===== config.mk =====
export PLATFORM = sky130hd
export DESIGN_NAME = alu1_feeder_flat
export DESIGN_NICKNAME = d
export VERILOG_FILES = /design/src/rtl/alu1_feeder_pkg.sv /design/src/rtl/alu1_feeder_if.sv /design/src/rtl/alu1_req_fifo.sv /design/src/rtl/alu1_feeder.sv /design/src/flat_wrapper.sv
export SDC_FILE = /design/constraint.sdc
export NUM_CORES = 1
export LEC_CHECK = 0
export ABC_CLOCK_PERIOD_IN_PS = 4700
export BUFFER_PORTS_ARGS = -buffer_cell sky130_fd_sc_hd__buf_2
export CORE_ASPECT_RATIO = 1.25
export CORE_MARGIN = 2
export CORE_UTILIZATION = 45
export DETAILED_ROUTE_END_ITERATION = 7
export PLACE_DENSITY = 0.62
export SKIP_CTS_REPAIR_TIMING = 1
export SYNTH_ARGS = -nofsm -noshare
export SYNTH_HDL_FRONTEND = slang
export SYNTH_SLANG_ARGS = --single-unit

===== constraint.sdc =====
create_clock -name clk -period 4.7 [get_ports clk]
set_input_delay 0.47 -clock clk [delete_from_list [all_inputs] [get_ports clk]]
set_output_delay 0.47 -clock clk [all_outputs]
set_load 0.02 [all_outputs]

===== src/rtl/alu1_feeder_pkg.sv =====
// alu1_feeder_pkg -- shared types for the ALU1 issue stage.
//   Alu1Op / ALU1_CMD_WIDTH : ALU1 command encoding.
//   alu1_req_t              : one queued request {cmd, a, b, tag} at default widths.
//   alu1_feeder_state_e     : issue FSM states.
package alu1_feeder_pkg;

  localparam int ALU1_CMD_WIDTH = 4;
  localparam int ALU1_WIDTH     = 64;
  localparam int ALU1_TAG_W     = 4;

  typedef enum logic [ALU1_CMD_WIDTH-1:0] {
    ALU1_ADD = 4'd0,
    ALU1_SUB = 4'd1,
    ALU1_AND = 4'd2,
    ALU1_OR  = 4'd3,
    ALU1_XOR = 4'd4
  } Alu1Op;

  // cmd is kept as raw bits so that illegal encodings reach ALU1 unchanged.
  typedef struct packed {
    logic [ALU1_CMD_WIDTH-1:0] cmd;
    logic [ALU1_WIDTH-1:0]     a;
    logic [ALU1_WIDTH-1:0]     b;
    logic [ALU1_TAG_W-1:0]     tag;
  } alu1_req_t;

  typedef enum logic [1:0] {
    ST_IDLE = 2'd0,
    ST_WAIT = 2'd1,
    ST_HOLD = 2'd2
  } alu1_feeder_state_e;

endpackage


===== src/rtl/alu1_feeder_if.sv =====
// alu1_feeder_if -- request, ALU1 and response signals of the issue stage.
//   slave  : the feeder's view (takes requests, drives ALU1, offers results).
//   master : the environment's view (producer, ALU1 and result consumer).
interface alu1_feeder_if
  import alu1_feeder_pkg::*;
#(
  parameter int WIDTH = 64,
  parameter int TAG_W = 4
);
  // Request port
  logic                      in_valid;
  logic                      in_ready;
  logic [ALU1_CMD_WIDTH-1:0] in_cmd;
  logic [WIDTH-1:0]          in_a;
  logic [WIDTH-1:0]          in_b;
  logic [TAG_W-1:0]          in_tag;
  // ALU1 side
  logic [ALU1_CMD_WIDTH-1:0] alu_cmd;
  logic [WIDTH-1:0]          alu_in1;
  logic [WIDTH-1:0]          alu_in2;
  logic [WIDTH-1:0]          alu_out;
  logic                      alu_co;
  // Response port
  logic                      res_valid;
  logic                      res_ready;
  logic [WIDTH-1:0]          res_data;
  logic                      res_co;
  logic [TAG_W-1:0]          res_tag;

  modport slave (
    input  in_valid, in_cmd, in_a, in_b, in_tag,
    output in_ready,
    output alu_cmd, alu_in1, alu_in2,
    input  alu_out, alu_co,
    output res_valid, res_data, res_co, res_tag,
    input  res_ready
  );

  modport master (
    output in_valid, in_cmd, in_a, in_b, in_tag,
    input  in_ready,
    input  alu_cmd, alu_in1, alu_in2,
    output alu_out, alu_co,
    input  res_valid, res_data, res_co, res_tag,
    output res_ready
  );

endinterface


===== src/rtl/alu1_req_fifo.sv =====
// alu1_req_fifo -- synchronous FIFO of request entries.
//   clk, rst : clock, synchronous active-high reset (empties the FIFO)
//   push_i   : write data_i (ignored when full)
//   pop_i    : drop the head entry (ignored when empty)
//   data_o   : head entry, valid while !empty_o
//   full_o   : count == DEPTH
//   empty_o  : count == 0
module alu1_req_fifo
  import alu1_feeder_pkg::*;
#(
  parameter int  DEPTH  = 4,
  parameter type elem_t = alu1_req_t
) (
  input  logic  clk,
  input  logic  rst,
  input  logic  push_i,
  input  logic  pop_i,
  input  elem_t data_i,
  output elem_t data_o,
  output logic  full_o,
  output logic  empty_o
);
  localparam int PTR_W = $clog2(DEPTH);
  localparam int CNT_W = PTR_W + 1;

  elem_t            mem_q [DEPTH];
  logic [PTR_W-1:0] wr_ptr_q, rd_ptr_q;
  logic [CNT_W-1:0] count_q;
  logic             do_push, do_pop;

  assign full_o  = (count_q == CNT_W'(DEPTH));
  assign empty_o = (count_q == '0);
  assign do_push = push_i && !full_o;
  assign do_pop  = pop_i && !empty_o;
  assign data_o  = mem_q[rd_ptr_q];

  // NOTE: the storage array has no reset; an entry is only read after it
  // has been written, so clearing it would buy nothing but reset fan-out.
  always_ff @(posedge clk) begin
    if (do_push) mem_q[wr_ptr_q] <= data_i;
  end

  // Pointers wrap naturally because DEPTH is a power of two.
  always_ff @(posedge clk) begin
    if (rst) begin
      wr_ptr_q <= '0;
      rd_ptr_q <= '0;
      count_q  <= '0;
    end else begin
      if (do_push) wr_ptr_q <= wr_ptr_q + 1'b1;
      if (do_pop)  rd_ptr_q <= rd_ptr_q + 1'b1;
      case ({do_push, do_pop})
        2'b10:   count_q <= count_q + 1'b1;
        2'b01:   count_q <= count_q - 1'b1;
        default: count_q <= count_q;
      endcase
    end
  end

endmodule


===== src/rtl/alu1_feeder.sv =====
// alu1_feeder -- issue stage in front of ALU1.
//   clk, rst : clock, synchronous active-high reset
//   bus      : request port (in_*), registered ALU1 inputs (alu_cmd/in1/in2),
//              ALU1 result (alu_out/alu_co), response port (res_*)
// Requests are queued, issued to ALU1 one at a time, and the result is
// captured ALU_LAT cycles after issue and held until the consumer takes it.
module alu1_feeder
  import alu1_feeder_pkg::*;
#(
  parameter int WIDTH   = 64,
  parameter int DEPTH   = 4,
  parameter int TAG_W   = 4,
  parameter int ALU_LAT = 0
) (
  input logic          clk,
  input logic          rst,
  alu1_feeder_if.slave bus
);
  localparam int LAT_W = (ALU_LAT > 0) ? $clog2(ALU_LAT + 1) : 1;

  // Same fields as alu1_req_t, sized by this instance's parameters.
  typedef struct packed {
    logic [ALU1_CMD_WIDTH-1:0] cmd;
    logic [WIDTH-1:0]          a;
    logic [WIDTH-1:0]          b;
    logic [TAG_W-1:0]          tag;
  } req_t;

  req_t fifo_wdata, fifo_head;
  logic fifo_full, fifo_empty, push, pop;

  alu1_feeder_state_e        state_q, state_d;
  logic [LAT_W-1:0]          lat_q, lat_d;
  logic [ALU1_CMD_WIDTH-1:0] alu_cmd_q, alu_cmd_d;
  logic [WIDTH-1:0]          alu_in1_q, alu_in1_d;
  logic [WIDTH-1:0]          alu_in2_q, alu_in2_d;
  logic [TAG_W-1:0]          tag_q, tag_d;
  logic                      res_valid_q, res_valid_d;
  logic [WIDTH-1:0]          res_data_q, res_data_d;
  logic                      res_co_q, res_co_d;
  logic [TAG_W-1:0]          res_tag_q, res_tag_d;

  // in_ready comes from the registered FIFO count only, so a pop in the
  // same cycle never lets a full FIFO accept.
  assign bus.in_ready = !fifo_full;
  assign push         = bus.in_valid && !fifo_full;
  assign fifo_wdata   = '{cmd: bus.in_cmd, a: bus.in_a, b: bus.in_b, tag: bus.in_tag};

  alu1_req_fifo #(
    .DEPTH  (DEPTH),
    .elem_t (req_t)
  ) u_fifo (
    .clk     (clk),
    .rst     (rst),
    .push_i  (push),
    .pop_i   (pop),
    .data_i  (fifo_wdata),
    .data_o  (fifo_head),
    .full_o  (fifo_full),
    .empty_o (fifo_empty)
  );

  always_comb begin
    // NOTE: every next-state value defaults to its current value first, so
    // no path through the case below can leave one unassigned (no latches).
    state_d     = state_q;
    lat_d       = lat_q;
    alu_cmd_d   = alu_cmd_q;
    alu_in1_d   = alu_in1_q;
    alu_in2_d   = alu_in2_q;
    tag_d       = tag_q;
    res_valid_d = res_valid_q;
    res_data_d  = res_data_q;
    res_co_d    = res_co_q;
    res_tag_d   = res_tag_q;
    pop         = 1'b0;

    case (state_q)
      ST_IDLE: begin
        if (!fifo_empty) begin
          pop     = 1'b1;
          state_d = ST_WAIT;
        end
      end
      ST_WAIT: begin
        if (lat_q == '0) begin
          res_valid_d = 1'b1;
          res_data_d  = bus.alu_out;
          res_co_d    = bus.alu_co;
          res_tag_d   = tag_q;
          state_d     = ST_HOLD;
        end else begin
          lat_d = lat_q - 1'b1;
        end
      end
      ST_HOLD: begin
        if (res_valid_q && bus.res_ready) begin
          res_valid_d = 1'b0;
          // Issue the next op in the same cycle the result is taken.
          if (!fifo_empty) begin
            pop     = 1'b1;
            state_d = ST_WAIT;
          end else begin
            state_d = ST_IDLE;
          end
        end
      end
      default: state_d = ST_IDLE;
    endcase

    // ALU1 inputs change only when an op is popped.
    if (pop) begin
      alu_cmd_d = fifo_head.cmd;
      alu_in1_d = fifo_head.a;
      alu_in2_d = fifo_head.b;
      tag_d     = fifo_head.tag;
      lat_d     = LAT_W'(ALU_LAT);
    end
  end

  // NOTE: state registers use non-blocking assignments so every register
  // samples the pre-edge values of the others.
  always_ff @(posedge clk) begin
    if (rst) begin
      state_q     <= ST_IDLE;
      lat_q       <= '0;
      alu_cmd_q   <= '0;
      alu_in1_q   <= '0;
      alu_in2_q   <= '0;
      tag_q       <= '0;
      res_valid_q <= 1'b0;
      res_data_q  <= '0;
      res_co_q    <= 1'b0;
      res_tag_q   <= '0;
    end else begin
      state_q     <= state_d;
      lat_q       <= lat_d;
      alu_cmd_q   <= alu_cmd_d;
      alu_in1_q   <= alu_in1_d;
      alu_in2_q   <= alu_in2_d;
      tag_q       <= tag_d;
      res_valid_q <= res_valid_d;
      res_data_q  <= res_data_d;
      res_co_q    <= res_co_d;
      res_tag_q   <= res_tag_d;
    end
  end

  assign bus.alu_cmd   = alu_cmd_q;
  assign bus.alu_in1   = alu_in1_q;
  assign bus.alu_in2   = alu_in2_q;
  assign bus.res_valid = res_valid_q;
  assign bus.res_data  = res_data_q;
  assign bus.res_co    = res_co_q;
  assign bus.res_tag   = res_tag_q;

endmodule


===== src/flat_wrapper.sv =====
// flat-port wrapper written by rule: the top's interface ports become plain ports
module alu1_feeder_flat import alu1_feeder_pkg::*;
#(
  parameter int WIDTH   = 64,
  parameter int DEPTH   = 4,
  parameter int TAG_W   = 4,
  parameter int ALU_LAT = 0
)
  (clk, rst, bus_in_valid, bus_in_cmd, bus_in_a, bus_in_b, bus_in_tag, bus_in_ready, bus_alu_cmd, bus_alu_in1, bus_alu_in2, bus_alu_out, bus_alu_co, bus_res_valid, bus_res_data, bus_res_co, bus_res_tag, bus_res_ready);
  alu1_feeder_if #(.WIDTH(WIDTH), .TAG_W(TAG_W)) bus_i ();
  input logic clk;
  input logic rst;
  input wire logic [$bits(bus_i.in_valid)-1:0] bus_in_valid;
  input wire logic [$bits(bus_i.in_cmd)-1:0] bus_in_cmd;
  input wire logic [$bits(bus_i.in_a)-1:0] bus_in_a;
  input wire logic [$bits(bus_i.in_b)-1:0] bus_in_b;
  input wire logic [$bits(bus_i.in_tag)-1:0] bus_in_tag;
  output wire logic [$bits(bus_i.in_ready)-1:0] bus_in_ready;
  output wire logic [$bits(bus_i.alu_cmd)-1:0] bus_alu_cmd;
  output wire logic [$bits(bus_i.alu_in1)-1:0] bus_alu_in1;
  output wire logic [$bits(bus_i.alu_in2)-1:0] bus_alu_in2;
  input wire logic [$bits(bus_i.alu_out)-1:0] bus_alu_out;
  input wire logic [$bits(bus_i.alu_co)-1:0] bus_alu_co;
  output wire logic [$bits(bus_i.res_valid)-1:0] bus_res_valid;
  output wire logic [$bits(bus_i.res_data)-1:0] bus_res_data;
  output wire logic [$bits(bus_i.res_co)-1:0] bus_res_co;
  output wire logic [$bits(bus_i.res_tag)-1:0] bus_res_tag;
  input wire logic [$bits(bus_i.res_ready)-1:0] bus_res_ready;
  assign bus_i.in_valid = bus_in_valid;
  assign bus_i.in_cmd = bus_in_cmd;
  assign bus_i.in_a = bus_in_a;
  assign bus_i.in_b = bus_in_b;
  assign bus_i.in_tag = bus_in_tag;
  assign bus_in_ready = bus_i.in_ready;
  assign bus_alu_cmd = bus_i.alu_cmd;
  assign bus_alu_in1 = bus_i.alu_in1;
  assign bus_alu_in2 = bus_i.alu_in2;
  assign bus_i.alu_out = bus_alu_out;
  assign bus_i.alu_co = bus_alu_co;
  assign bus_res_valid = bus_i.res_valid;
  assign bus_res_data = bus_i.res_data;
  assign bus_res_co = bus_i.res_co;
  assign bus_res_tag = bus_i.res_tag;
  assign bus_i.res_ready = bus_res_ready;
  alu1_feeder #(.WIDTH(WIDTH), .DEPTH(DEPTH), .TAG_W(TAG_W), .ALU_LAT(ALU_LAT)) u_core (.clk(clk), .rst(rst), .bus(bus_i));
endmodule

## Word-level counts from Yosys, hierarchy flattened

Memories as Yosys holds them, arrays and structs flattened. A register that Yosys moved wholly into a read port is not among the register bits.
Index checks and enable logic that the tools add are counted.

- Equal/unequal tests: 8
- Multiplexer cells: 15
- Bitwise gates (word level): 1
- Reduce and logical (&&, ||, !) cells: 14
- Add/sub/neg operators: 5

Operators by type and width:

| cell | number |
|---|---|
| 2-to-1 mux 1 bit | 8 |
| 2-to-1 mux 2 bit | 3 |
| one-hot mux 2 bit (3 select lines) | 1 |
| one-hot mux 3 bit (2 select lines) | 1 |
| AND reduction 3 bit | 2 |
| adder 2 x 1 -> 2 bit (second input constant) | 2 |
| equality test 2 x 1 -> 1 bit (second input constant) | 2 |
| equality test 2 bit (second input constant) | 2 |
| logical AND 1 bit | 4 |
| inequality test 2 bit (second input constant) | 2 |
| one-hot mux 1 bit (2 select lines) | 2 |
| nonzero test 2 bit | 2 |
| adder 3 x 1 -> 3 bit (second input constant) | 1 |
| equality test 3 bit (second input constant) | 1 |
| zero test 3 bit | 1 |
| subtractor 3 x 1 -> 3 bit (second input constant) | 1 |
| zero test 1 bit | 2 |
| zero test 2 bit | 1 |
| inequality test 2 x 1 -> 1 bit (second input constant) | 1 |
| AND reduction 2 bit | 1 |
| OR reduction 2 bit | 1 |
| inverter 1 bit | 1 |
| subtractor 1 bit (second input constant) | 1 |

- Memories: 1
- Input bits: 205
- Output and inout bits: 203
- Flip-flop bits (word level): 80
- RAM bits: 544
- Logic and storage cells: 53

Memory list:

| memory | depth | width | rd ports | clocked after memory_dff | write ports | RTL line | RTL |
|---|---|---|---|---|---|---|---|
| u_core.u_fifo.mem_q | 4 | 136 | 1 | 1 | 1 | alu1_req_fifo.sv:26 | `elem_t mem_q [DEPTH];` |

## Depth between registers and ports, before layout

Gate-level depths: netlist of run 1.

- Depth after elaboration: 7
- Depth in mapped cells: 9

## Modules after synthesis

A second synthesis of run 1 with hierarchy kept.

- Cell total of the unflattened synthesis: 1669
- Area, all modules: 28803.9 um^2

By module, submodules not included:

| module | sequential area each (um^2) | instances | area an instance (um^2) | cells an instance |
|---|---|---|---|---|
| alu1_req_fifo | 16515.8 | 1 | 20056.7 | 764 |
| alu1_feeder | 4164.0 | 1 | 8747.1 | 905 |

## Worst setup path after synthesis of run 1

Ideal clock, no wire load.

- Path kind: reg-to-reg
- Start point: register u_core.u_fifo.count_q[2]
- End point: memory u_core.u_fifo.mem_q[0][0] (netlist bit) (enable)
- Stages on the path, launching flop included: 4
- Arrival: 3.916 ns
- Period minus slack after synthesis: 4.428 ns
- Setup time: 0.512 ns
- Path buffers: 1
- Path slack: 0.272 ns
- Cell sequence: dfxtp_1 or3b_2 buf_2 and3_1

- Word-level cells in the longest chain between the ends: 6

Ends and longest elaborated chain:

| item | RTL line | RTL |
|---|---|---|
| from (decl) | alu1_req_fifo.sv:28 | `logic [CNT_W-1:0] count_q;` |
| from (signal assigned) | alu1_req_fifo.sv:53 | `2'b10: count_q <= count_q + 1'b1;` |
| from (signal assigned) | alu1_req_fifo.sv:54 | `2'b01: count_q <= count_q - 1'b1;` |
| from (signal assigned) | alu1_req_fifo.sv:55 | `default: count_q <= count_q;` |
| equality test 3 bit (*) | alu1_req_fifo.sv:31 | `assign full_o = (count_q == CNT_W'(DEPTH));` |
| zero test 1 bit (*) | -- |  |
| via bus_in_ready | flat_wrapper.sv:18 | `output wire logic [$bits(bus_i.in_ready)-1:0] bus_in_ready;` |
| logical AND 1 bit | alu1_feeder.sv:46 | `assign push = bus.in_valid && !fifo_full;` |
| logical AND 1 bit (*) | alu1_req_fifo.sv:33 | `assign do_push = push_i && !full_o;` |
| 2-to-1 mux 1 bit (*) | alu1_req_fifo.sv:40 | `if (do_push) mem_q[wr_ptr_q] <= data_i;` |
| 2-to-1 mux 1 bit (implied by the code) (*) | alu1_req_fifo.sv:40 |  |
| to (decl) | alu1_req_fifo.sv:26 |  |

The timed path passes the listed nets; every way through them passes the cells marked *.

## Worst setup path in the final report of run 1

- Start point: register u_core.state_q[0]
- End point: register u_core.res_data_q[8] (netlist: u_core.bus.res_data[8])

- Word-level cells in the longest chain between the ends: 2

Ends and longest elaborated chain:

| item | RTL line | RTL |
|---|---|---|
| from (decl) | alu1_feeder.sv:32 | `alu1_feeder_state_e state_q, state_d;` |
| from (signal assigned) | alu1_feeder.sv:136 | `state_q <= state_d;` |
| equality test 2 x 1 -> 1 bit | alu1_feeder.sv:78 | `case (state_q)` |
| AND reduction 2 bit (no source line) | -- |  |
| to (signal assigned) | alu1_feeder.sv:143 | `res_data_q <= res_data_d;` |
| to (decl) | alu1_feeder.sv:39 | `logic [WIDTH-1:0] res_data_q, res_data_d;` |

Every way passes these cells.
A chain may end at the register's enable or synchronous reset.

==> results of run 1 <==
## final timing paths
| kind | startpoint | end | slack, ns | cells after the start |
|---|---|---|---|---|
| max | u_core.state_q[0]$_SDFFE_PP0P_ | u_core.bus.res_data[8]$_SDFFE_PP0P_ | 1.97 | 4 |
| min | bus_in_a[45] | u_core.u_fifo.mem_q[0][113]$_DFFE_PP_ | 0.08 | 1 |
| max reg2reg | u_core.state_q[0]$_SDFFE_PP0P_ | u_core.bus.res_data[8]$_SDFFE_PP0P_ | 1.97 | 4 |
| min reg2reg | u_core.tag_q[3]$_SDFFE_PP0N_ | u_core.bus.res_tag[3]$_SDFFE_PP0P_ | 0.45 | 2 |
## cell usage after synthesis, types with 3 or more instances
cell type  instances
inv_1              7
edfxtp_1         544
dfxtp_1          215
buf_4              3
mux4_2           136
nand4_1          136
ha_1               5
and3_1             4
buf_2             71
nor2_1             7
o31ai_1          136
a21oi_1          209
nand2_1          139
buf_6             11
clkbuf_1          68
buf_1             10
## stage by stage
stage / setup slack, ns / std cells
after floorplan: 0.272 / 1728
after global placement: 1.99 / 2831
after detailed placement: 1.96 / 2831
after CTS: 1.95 / 2966
after global routing: 1.80 / 2975
final: 1.97 / 2977
## routing by layer
| metal | routed length [um] | up-vias | track usage (%) |
|---|---|---|---|
| met1 | 29400 | 8747 | 28.1 |
| met3 | 4640 | 134 | 4.92 |
| li1 | - | 7593 | - |
| met5 | 163 | - | 0 |
| met2 | 37300 | 575 | 38.4 |
| met4 | 2090 | 26 | 8.40 |
## cell usage in the layout (no fill, tap or decap), types with 4 or more instances in the layout
cell and instances:
bufinv_16 4, inv_1 6, mux4_2 136, a21oi_1 209
buf_12 9, clkbuf_8 8, nor2_1 7, clkbuf_1 12
o31ai_1 136, nand4_1 136, buf_2 406, clkbuf_16 78
buf_4 19, edfxtp_1 544, clkinv_1 9, and3_4 4
nand2_1 139, dfxtp_1 212, clkinv_2 18, diode_2 11
ha_1 5
## flip-flops by register name, indices dropped and copies added (netlist names), 3 cells and up
| signal | flops |
|---|---|
| u_core.u_fifo.mem_q | 544 |
| u_core.bus.alu_in1 | 64 |
| u_core.bus.alu_in2 | 64 |
| u_core.bus.res_data | 64 |
| u_core.bus.alu_cmd | 4 |
| u_core.bus.res_tag | 4 |
| u_core.tag_q | 4 |
| u_core.u_fifo.count_q | 3 |
## worst max-delay path, cell delays in order (launching register included)
cell     delay (ns)
dfxtp_4        1.09
nor2b_4        0.87
buf_4          0.44
nand2_1        0.10
a21oi_1        0.13
## power breakdown
group / switching [mW] / internal (mW)
Clock: 2.47 / 3.38
Combinational: 4.05 / 2.07
Sequential: 0.767 / 8.29
## area by class of cell
type                            count  area, sq um  share of cell area (%)
Sequential cell                   759        20700                    61.9
Multi-Input combinational cell    798         6870                    20.6
Timing Repair Buffer              435         2370                    7.09
Clock buffer                       98         2110                    6.31
Tap cell                          832         1040                    3.12
Clock inverter                     37          293                   0.877
Inverter                            7         28.8                  0.0862
Antenna cell                       11         27.5                  0.0825
## cells by family after synthesis
group                      share of synthesized area [%]
buffers and inverters                               2.97
and+or+nand+nor                                     5.29
adders and majority gates                          0.292
AOI/OAI and AO/OA                                   7.58
muxes                                               10.9
DFF                                                 72.9
xor gates and xnor gates                          0.0619
==> qor.txt, run 1 <==
WL/cell: 24.7 um
Cell area after layout: 33,400 sq um
Fillers: 5,108
Crit-path max FO: 79
# rows: 102
Slew Limit Fails: 0
Max frequency: 366 MHz
CTS max path bufs: 3
Die W: 228 um
Relative slew slack: 17.3%
CTS tree: done
Share of Yosys cell area claimed by the top area cell type: 57.7%
Maximum VDD drop: 0.409 mV
EDFF count, synth: 544
Initial antenna violation count: 29
Root buffer cell: clkbuf_16
Vias after detailed routing: 17.1k
Gate Count Post-Synth: 1,728
Final GP Congestion: 0.917
Max_cap viols: 0
First drt pass iteration count: 5
Final hold slack: 0.0785 ns
CTS H-tree lvls: 3
Number of I/O pins: 408
GR Overflow Total: 0
Cell leakage power: 11.7 nW
Outcome: complete, no violations
Most used DFF post-synth: edfxtp_1
Count of cell types in the netlist: 34
Area after DPL: 31,000 sq um
Starting Density: 45.6%
Clk Latency, worst-skew pair: 0.61 ns
Actual slew at the worst max-slew pin: 1.24 ns
Yosys warns: 0
Die Span Y: 284 um
Synth Cell Area: 28,300 sq um
Number of CTS-inserted buffers: 74
Fin util: 53.8%
Flops & latches, synth: 759
Routed WL: 73,600 um
Sequential share of the synthesized area: 72.9%
Synthesized area per cell: 16.4 sq um
First-pass GRT wire length: 110,000 um
Area leader, netlist: edfxtp_1
Fin crit period: 2.73 ns
Worst path required time: 5.22 ns
Vias in the first global route: 17.3k
CP Capture Type: register
Remaining antenna violation count after routing: 0
Core ar.: 62,000 sq um
Pin count of the biggest net entering global routing: 139
Dpl hpwl: 43,100 um
Fin crit share: 58.1%
Post-Route Setup TNS: 0 ns
Pwr Density: 630 nW/um^2
Layout cells sized above 1: 32.9%
Clock Skews: 0.0192 ns
CP arrival: 3.25 ns
Die area: 64,900 sq um
DRT iter0 DRCs: 1,226
Port Buffers: 407
Worst hold path type: primary input to register
RSZ-0062 raised after global routing: false
Vias per cell: 5.74
DR DRC count: 0
Critical Path Start Type: register
Final Power: 21.0 mW
Final Net Count: 2,286
Area Overhead vs Synth: 18.0%
Setup-failing EPs final: 0
GRT Resource Usage Total: 22.5%
Clock Sinks: 759
Worst-path clk slew: 0.06 ns
Final hold vios: 0
Syn nets: 1,939
Critical path class: register to register
Ys async rst share: 0%
Top cells by area, synth: edfxtp_1 (58%), dfxtp_1 (15%), mux4_2 (11%)
Power figures use the tool's default switching activity.
==> run 2, diff against run 1 <==
--- a/config.mk
+++ b/config.mk
@@ -5,7 +5,7 @@
 export SDC_FILE = /design/constraint.sdc
 export NUM_CORES = 1
 export LEC_CHECK = 0
-export ABC_CLOCK_PERIOD_IN_PS = 4700
+export ABC_CLOCK_PERIOD_IN_PS = 2900
 export BUFFER_PORTS_ARGS = -buffer_cell sky130_fd_sc_hd__buf_2
 export CORE_ASPECT_RATIO = 1.25
 export CORE_MARGIN = 2
==> constraint.sdc (replaced) <==
create_clock -name clk -period 2.9 [get_ports clk]
set_input_delay 0.29 -clock clk [delete_from_list [all_inputs] [get_ports clk]]
set_output_delay 0.29 -clock clk [all_outputs]
set_load 0.02 [all_outputs]
==> qor.txt, run 2 (synthesized netlist as in run 1, its figures left out) <==
Crit-path max FO: 6 (-92%)
First-pass GRT wire length: 109,000 um (-1.3%)
CTS tree: done
GR Overflow Total: 0 (unchanged)
Root buffer cell: clkbuf_16
Area Overhead vs Synth: 26.4%
CP arrival: 2.97 ns (-0.28 ns)
RSZ-0062 raised after global routing: false
Worst-path clk slew: 0.06 ns (about the same)
First drt pass iteration count: 7 (+2)
Vias after detailed routing: 17.9k (+4.7%)
Fillers: 4,886 (-4.3%)
Layout cells sized above 1: 30.5% (-2.4 points)
Relative slew slack: 33.3% (+16 points)
Cell leakage power: 12.7 nW (+8.6%)
Routed WL: 74,200 um (+0.69%)
Cell total after placement: 2,845 (+0.49%)
Area after DPL: 31,300 sq um (+0.95%)
Vias in the first global route: 17.3k (-0.029%)
DRT iter0 DRCs: 1,213 (-1.1%)
Largest register by flop count: u_core.u_fifo.mem_q
Max frequency: 411 MHz (+12%)
Worst path required time: 3.44 ns (-1.78 ns)
Final hold slack: 0.0304 ns (-0.0481 ns)
WL/cell: 23.2 um (-6.0%)
# rows: 102 (unchanged)
Critical Path Start Type: register
Outcome: complete, no violations
Final Net Count: 2,500 (+9.4%)
Number of CTS-inserted buffers: 74 (unchanged)
Grt met2 use: 37.4% (-0.97 points)
M3 GR Usage: 5.09% (+0.17 points)
Die Span Y: 284 um (unchanged)
Maximum VDD drop: 1.07 mV (+160%)
Setup-failing EPs final: 0 (unchanged)
CTS max path bufs: 3 (unchanged)
Cell area after layout: 35,800 sq um (+7.1%)
Die W: 228 um (unchanged)
Worst hold path type: primary input to register
Pin count of the biggest net entering global routing: 139 (unchanged)
CTS H-tree lvls: 3 (unchanged)
Number of flip-flops in the largest register: 544 (unchanged)
Initial antenna violation count: 10 (-66%)
Fin crit share: 83.9% (+26 points)
Starting Density: 45.6% (unchanged)
Non-filler cells, final: 3,190 (+7.2%)
Port Buffers: 407 (unchanged)
Commonest non-fill, non-tap cell in the layout: edfxtp_1
Fin util: 57.6% (+3.8 points)
Pre-CTS setup slack: 0.480 ns (-1.48 ns)
Core ar.: 62,000 sq um (unchanged)
Final GP Congestion: 0.913 (-0.46%)
Slew Limit Fails: 0 (unchanged)
Fin crit period: 2.43 ns (-0.299 ns)
Dpl hpwl: 43,100 um (+0.13%)
Die area: 64,900 sq um (unchanged)
Number of I/O pins: 408 (unchanged)
Footprint of the multi-input gates: 6870 sq um (unchanged)
Vias per cell: 5.60 (-2.3%)
Critical path class: register to register
Top Usage Layer GRT: met2
Post-Route Setup TNS: 0 ns (unchanged)
DR DRC count: 0 (unchanged)
Clock Sinks: 759 (unchanged)
Max_cap viols: 0 (unchanged)
Most frequent cells in the layout: edfxtp_1 (544), buf_2 (406), dfxtp_1 (212)
Final hold vios: 0 (unchanged)
Clock Skews: 0.0137 ns (-0.00547 ns)
Final Power: 34.8 mW (+66%)
Register Area: 20,700 sq um (unchanged)
Setup ws final: 0.468 ns (-1.50 ns)
Actual slew at the worst max-slew pin: 1.00 ns (-0.240 ns)
GRT Resource Usage Total: 22.2% (-0.30 points)
Pwr Density: 974 nW/um^2 (+55%)
Clk Latency, worst-skew pair: 0.61 ns (about the same)
Remaining antenna violation count after routing: 0 (unchanged)
GRT met1 Usage: 27.4% (-0.66 points)
CP Capture Type: register
## run 2: cell count changes in the layout (fill, tap and decap cells not counted), moves of 2 or more
cell           change
buf_12            +15
clkinv_8           +2
clkinvlp_4         -2
diode_2            -4
bufinv_16          +3
dlygate4sd3_1    +200
## run 2: report_power, final
part / switching, mW / internal, mW
clock: 4.08 / 5.70
combinational: 6.97 / 3.74
sequential: 0.918 / 13.4
## run 2: worst paths after layout
| kind | startpoint | to | slack, ns | cells after the start |
|---|---|---|---|---|
| max reg2reg | u_core.state_q[1]$_SDFFE_PP0P_ | u_core.u_fifo.count_q[2]$_SDFFE_PP0P_ | 0.47 | 8 |
| min reg2reg | u_core.bus.res_data[37]$_SDFFE_PP0P_ | u_core.bus.res_data[37]$_SDFFE_PP0P_ | 0.45 | 2 |
| max | u_core.state_q[1]$_SDFFE_PP0P_ | u_core.u_fifo.count_q[2]$_SDFFE_PP0P_ | 0.47 | 8 |
| min | bus_alu_out[58] | u_core.bus.res_data[58]$_SDFFE_PP0P_ | 0.03 | 3 |
## run 2: layer usage
layer | part of all wire [%] | vias to the layer above | routed length (um)
met5 | 0.093 | - | 69
li1 | - | 8015 | -
met2 | 51 | 686 | 37900
met3 | 6.3 | 105 | 4680
met1 | 40 | 9059 | 29500
met4 | 2.6 | 10 | 1950
## run 2: final cells by class
cell class              count  area share [%]
well taps                 832            2.91
diodes                      7          0.0490
multi-input cells         798            19.2
inverters                   7          0.0805
flip-flops and latches    759            57.8
repair buffers            649            13.0
clock inverters            41            1.15
clock buffers              97            5.80
## run 2: critical path: stages, from the launching register on
cell	delay (ns)
dfxtp_1	0.37
a21boi_4	0.17
nor3_1	0.47
ha_1	0.29
inv_1	0.06
fa_1	0.38
xor2_1	0.16
or3_1	0.30
a21oi_1	0.14
